$ cat config.mk
export PLATFORM = sky130hd
export DESIGN_NAME = rom_seq_reader
export DESIGN_NICKNAME = d
export VERILOG_FILES = /design/src/rtl/rom_rd_pkg.sv /design/src/rtl/rom_seq_reader.sv
export SDC_FILE = /design/constraint.sdc
export NUM_CORES = 1
export LEC_CHECK = 0
export CORE_MARGIN = 2
export CORE_UTILIZATION = 38
export CTS_BUF_LIST = sky130_fd_sc_hd__clkbuf_4 sky130_fd_sc_hd__clkbuf_8
export DETAILED_ROUTE_END_ITERATION = 7
export PLACE_DENSITY = 0.65
export SLEW_MARGIN = 20
export SYNTH_ARGS = -nofsm -noshare
export SYNTH_HDL_FRONTEND = slang
export SYNTH_SLANG_ARGS = --single-unit
$ cat constraint.sdc
create_clock -name clk -period 1.5 [get_ports clk]
set_input_delay 0.3 -clock clk [delete_from_list [all_inputs] [get_ports clk]]
set_output_delay 0.3 -clock clk [all_outputs]
set_load 0.02 [all_outputs]
$ cat src/rtl/rom_rd_pkg.sv
// -----------------------------------------------------------------------------
// rom_rd_pkg
// Shared definitions for the sequential ROM reader.
//   - state_e      : reader FSM states
//   - ADDR_W_DEF   : default ROM address width (matches the ROM block)
//   - DATA_W_DEF   : default ROM data width (matches the ROM block)
// -----------------------------------------------------------------------------
package rom_rd_pkg;

    localparam int ADDR_W_DEF = 5;
    localparam int DATA_W_DEF = 4;

    typedef enum logic [2:0] {
        S_IDLE    = 3'd0,
        S_ISSUE   = 3'd1,
        S_WAIT    = 3'd2,
        S_PRESENT = 3'd3,
        S_DONE    = 3'd4
    } state_e;

endpackage

$ cat src/rtl/rom_seq_reader.sv
// -----------------------------------------------------------------------------
// rom_seq_reader
// Fetches LEN consecutive words from a registered-address ROM starting at BASE
// and presents each on a valid/ready port; pulses done after the last word.
//
// Ports:
//   clk, rst          : clock, asynchronous active-high reset
//   start, base, len  : burst request (sampled in IDLE only)
//   abort             : synchronous cancel of the running burst
//   busy, done        : status (done is a one-cycle pulse)
//   rom_en, rom_addr  : ROM control
//   rom_data          : ROM read data
//   out_data,
//   out_valid,
//   out_ready         : fetched-word stream with backpressure
// -----------------------------------------------------------------------------
module rom_seq_reader
    import rom_rd_pkg::*;
#(
    parameter int ADDR_W = ADDR_W_DEF,
    parameter int DATA_W = DATA_W_DEF
) (
    input  logic              clk,
    input  logic              rst,
    input  logic              start,
    input  logic [ADDR_W-1:0] base,
    input  logic [ADDR_W:0]   len,
    input  logic              abort,
    output logic              busy,
    output logic              done,
    output logic              rom_en,
    output logic [ADDR_W-1:0] rom_addr,
    input  logic [DATA_W-1:0] rom_data,
    output logic [DATA_W-1:0] out_data,
    output logic              out_valid,
    input  logic              out_ready
);

    state_e            state_q;
    logic [ADDR_W-1:0] cur_addr_q;
    logic [ADDR_W:0]   remaining_q;
    logic              busy_q;
    logic              done_q;
    logic              rom_en_q;
    logic [ADDR_W-1:0] rom_addr_q;
    logic [DATA_W-1:0] out_data_q;
    logic              out_valid_q;

    // Address of the following word; natural overflow gives the modulo wrap.
    logic [ADDR_W-1:0] next_addr_d;
    assign next_addr_d = cur_addr_q + ADDR_W'(1);

    always_ff @(posedge clk or posedge rst) begin
        if (rst) begin
            state_q     <= S_IDLE;
            cur_addr_q  <= '0;
            remaining_q <= '0;
            busy_q      <= 1'b0;
            done_q      <= 1'b0;
            rom_en_q    <= 1'b0;
            rom_addr_q  <= '0;
            out_data_q  <= '0;
            out_valid_q <= 1'b0;
        end else begin
            done_q <= 1'b0;
            // Abort beats everything, including a same-cycle handshake: the
            // presented word is dropped as if never consumed.
            if (state_q != S_IDLE && abort) begin
                state_q     <= S_IDLE;
                busy_q      <= 1'b0;
                rom_en_q    <= 1'b0;
                out_valid_q <= 1'b0;
            end else begin
                case (state_q)
                    S_IDLE: begin
                        if (start) begin
                            cur_addr_q  <= base;
                            remaining_q <= len;
                            busy_q      <= 1'b1;
                            if (len == '0) begin
                                state_q <= S_DONE;
                                done_q  <= 1'b1;
                            end else begin
                                state_q    <= S_ISSUE;
                                rom_en_q   <= 1'b1;
                                rom_addr_q <= base;
                            end
                        end
                    end
                    // ROM captures rom_addr at the end of ISSUE; en stays high
                    // through WAIT so its data output is decoded.
                    S_ISSUE: begin
                        state_q <= S_WAIT;
                    end
                    S_WAIT: begin
                        out_data_q  <= rom_data;
                        out_valid_q <= 1'b1;
                        rom_en_q    <= 1'b0;
                        state_q     <= S_PRESENT;
                    end
                    S_PRESENT: begin
                        if (out_ready) begin
                            out_valid_q <= 1'b0;
                            remaining_q <= remaining_q - 1'b1;
                            cur_addr_q  <= next_addr_d;
                            if (remaining_q == (ADDR_W+1)'(1)) begin
                                state_q <= S_DONE;
                                done_q  <= 1'b1;
                            end else begin
                                state_q    <= S_ISSUE;
                                rom_en_q   <= 1'b1;
                                rom_addr_q <= next_addr_d;
                            end
                        end
                    end
                    S_DONE: begin
                        state_q <= S_IDLE;
                        busy_q  <= 1'b0;
                    end
                    default: begin
                        state_q <= S_IDLE;
                        busy_q  <= 1'b0;
                    end
                endcase
            end
        end
    end

    assign busy      = busy_q;
    assign done      = done_q;
    assign rom_en    = rom_en_q;
    assign rom_addr  = rom_addr_q;
    assign out_data  = out_data_q;
    assign out_valid = out_valid_q;

endmodule

==> run_results.csv <==
group,metric,value,unit
yosys,synth_edf_count,0,
global_route,grt_max_degree,28,
cells_and_area,layout-drive-gt1-share,0.294,
power_and_ir_drop,ir_drop,1.05,mV
yosys,synth_fa_ha_area_frac,0.0250,
timing,max_freq,0.620,GHz
setup_path,r2r_slack,-0.11,ns
yosys,syn_nets,175,
global_route,grt_overflow,0,
floorplan,die_h,66.9,um
cells_and_area,n_antenna_cell,0,
setup_path,worstReg2RegEnd,"rom_addr[4]",
cells_and_area,nets,238,
floorplan,pin_count,33,
floorplan,die_w,66.9,um
placement,place_congestion,0.809,
placement,placed_area,2070,um^2
job,maxCapViolCount,0,
setup_path,cp_max_fo,4,
run_status,violations,"negative setup slack",
yosys,synth_top_area_cell,"dfrtp_1",
cells_and_area,fill_cells,348,
floorplan,rows,22,
yosys,synth.yosys.seq_area_share,0.450,
timing,drv_slew,0,
clocking,cts_hold_buf,0,
timing,hold_viol,0,
run_status,status,"finished, violations left",
setup_path,cp-start-kind,"flip-flop",
cells_and_area,regArea,676,um^2
setup_path,worstSetupPathType,"flip-flop to flip-flop",
global_route,grt_pass1_vias,1375,
timing,period_minus_slack,1.61,ns
timing,worstMarginPinSlew,0.349,ns
yosys,synth_seq_cells,27,
timing,maxSlewHeadroom,0.768,
clocking,cts_inserted_buffers,3,
routing,initialDrtViolationCount,46,
clocking,cts_buffer_depth,2,
clocking,path_clk_slew,0.10,ns
yosys,yosysWarnings,0,
routing,drt-total-wl,3740,um
yosys,synth_area_per_cell,9.88,um^2
hold_path,hold_path_class,"input port to asynchronous set/reset pin",
yosys,synth_compound_area_frac,0.190,
clocking,cts_root_buf,"clkbuf_8",
yosys,ys.flop_type,"dfrtp_1",
setup_path,crit_chain,"or3b_4 -> a21oi_4 -> nand3_4 -> mux2_4",
routing,avgViaCountPerCell,5.30,
yosys,yosys-top-cells-area,"dfrtp_1 45%, o21ai_0 5.3%, a21oi_1 4.0%",
global_route,antenna_found_initial,0,
yosys,synthSimpleGateAreaFrac,0.186,
floorplan,start_util,0.401,
placement,portBuffers,32,
setup_path,end_kind,"flip-flop",
clocking,htreeDepth,1,
floorplan,die_area,4470,um^2
yosys,syn_inst,152,
yosys,yosys.cell_types.count,43,
yosys,synth-async-reset-ratio,1.00,
power_and_ir_drop,pwr_density_cell,1800,nW/um^2
yosys,netlist_area,1500,um^2
cells_and_area,stdcell_area,2200,um^2
yosys,synth_mux_area_frac,0.0875,
floorplan,core_area,3740,um^2
setup_path,critical_path_required,1.67,ns
setup_path,r2r_cells,4,
routing,dr.pass1.iters,4,
power_and_ir_drop,cellLeakagePower,0.984,nW
setup_path,arrival,1.79,ns
placement,hpwl,2760,um
clocking,cts_tree,"built",
routing,vias,1388,
setup_path,r2r-start,"state_q[1]",
timing,rsz0062_at_grt,"true",
timing,setup_viol,13,
yosys,synth_top_family_by_area,"compound AO/OA/AOI/OAI gates",
yosys,synth_xor_area_frac,0.0117,
yosys,synth_top_area_share,0.450,
global_route,grt_util_all_layers,0.181,
cells_and_area,multi_input_area,812,um^2
routing,post_drt_wl_per_cell,14.3,um
cells_and_area,syn2layout_area_growth,46.3,%
timing,timing.final.crit_share,1.07,
global_route,grt_pass1_wl,6000,um
timing,fin_skew,0.00254,ns
timing,setup_slack,-0.112,ns
routing,route.detailed.drc,0,
setup_path,cp_slowest_cell,"dfrtp_1",
clocking,clock_sinks,27,
setup_path,cpPeakStageDelay,0.43,ns
clocking,clk_latency,0.28,ns
routing,ant_nets,0,
power_and_ir_drop,fin_total_pwr,3.95,mW
## synth_stat cells (all sizes together) (3+ instances only)
cell and number:
nand3 6, nand4b 3, a22oi 3, ha 3
inv 7, clkbuf 3, mux2 8, buf 6
nand3b 3, nor3 4, nand2 8, o211ai 3
o21ai 16, dfrtp 27, a21oi 13, nor2 9
mux2i 3, nor2b 3
## per-stage QoR
stage               worst slack [ns]  hold WS (ns)  cells  setup TNS [ns]  utilization
floorplan                    -0.0965         0.353    152          -0.293            -
global placement              -0.492         0.487    255           -8.55        0.554
detailed placement            -0.516         0.495    255           -9.48        0.554
CTS                           -0.124         0.381    261          -0.892        0.572
global route                  -0.175         0.400    262           -1.87        0.587
finish                        -0.112         0.372    262          -0.685        0.587
## logic make-up (layout without fill, tap and decap cells)
family / after synthesis / in the layout
buffers and inverters: 16 / 78
xor gates and xnor gates: 2 / 2
AOI/OAI and AO/OA: 46 / 46
muxes: 11 / 11
and+or+nand+nor: 47 / 47
adders and majority gates: 3 / 3
DFF: 27 / 27
## layer usage
| metal | part of all wire | up-vias | track usage | wire (um) |
|---|---|---|---|---|
| met5 | 0 | - | 0 | 0 |
| met4 | 0.0075 | 0 | 0.0459 | 28 |
| met3 | 0.044 | 4 | 0.0405 | 166 |
| met2 | 0.51 | 40 | 0.325 | 1910 |
| met1 | 0.44 | 665 | 0.218 | 1630 |
| li1 | - | 679 | - | - |
## state kept, by name, indices dropped and copies added (netlist names)
register,count
rom_addr,5
remaining_q,6
rom_en,1
busy,1
cur_addr_q,5
out_valid,1
state_q,3
done,1
out_data,4
## cell usage in the layout, fill, tap and decap left out, types with 2 or more instances in the layout
cell,Yosys,routed
clkdlybuf4s50_1,0,15
buf_4,1,32
o21ai_0,16,8
mux2_2,5,5
inv_1,7,6
nor2b_1,3,2
a21oi_1,12,12
o211ai_1,3,3
buf_6,1,3
nand4b_1,3,3
nand3b_1,3,3
mux2_4,3,3
nand4_1,2,2
dlygate4sd2_1,0,17
nor3_1,4,3
ha_1,3,2
o22ai_1,2,2
clkbuf_8,0,3
nand2_1,8,8
dfrtp_1,27,27
nor2_1,9,9
o21ai_1,0,8
a22oi_1,3,3
and3_1,2,2
mux2i_1,3,2
nand3_1,5,5
## critical path: cells and delay by family (launching register included)
family,cells,cell delay [ns]
DFF,1,0.43
AOI/OAI and AO/OA,1,0.21
and+or+nand+nor,2,0.55
muxes,1,0.31
## repair_timing
item / in CTS / in global routing
hold endpoints to repair: 0 / 0
pin swaps: 3 / 6
setup endpoints to repair: 33 / 20
gates resized for setup: 24 / 12
buffers inserted: 2 / 1
## worst max path at each step
stage	from	end	slack, ns	cells after the start
2_1_floorplan	state_q[1]	rom_addr[0]	-0.1	5
4_1_cts	state_q[1]	rom_addr[0]	-0.12	4
3_3_place_gp	start	rom_addr[2]	-0.49	5
5_1_grt	state_q[1]	rom_addr[0]	-0.17	4
6_report	state_q[1]	rom_addr[4]	-0.11	4
3_5_place_dp	start	rom_addr[0]	-0.52	5
## cell type report
class / instances / area share
clock buffers: 3 / 0.0188
clock inverters: 1 / 0.00342
inverters: 7 / 0.0120
multi-input cells: 109 / 0.370
flip-flops and latches: 27 / 0.308
well taps: 48 / 0.0274
repair buffers: 67 / 0.261
## report_power, final
part           switching (mW)  internal [mW]  leakage (nW)
logic                    1.10           1.12         0.636
clock network           0.244          0.189        0.0217
registers               0.227           1.06         0.326
(Power assumes the default switching activity.)
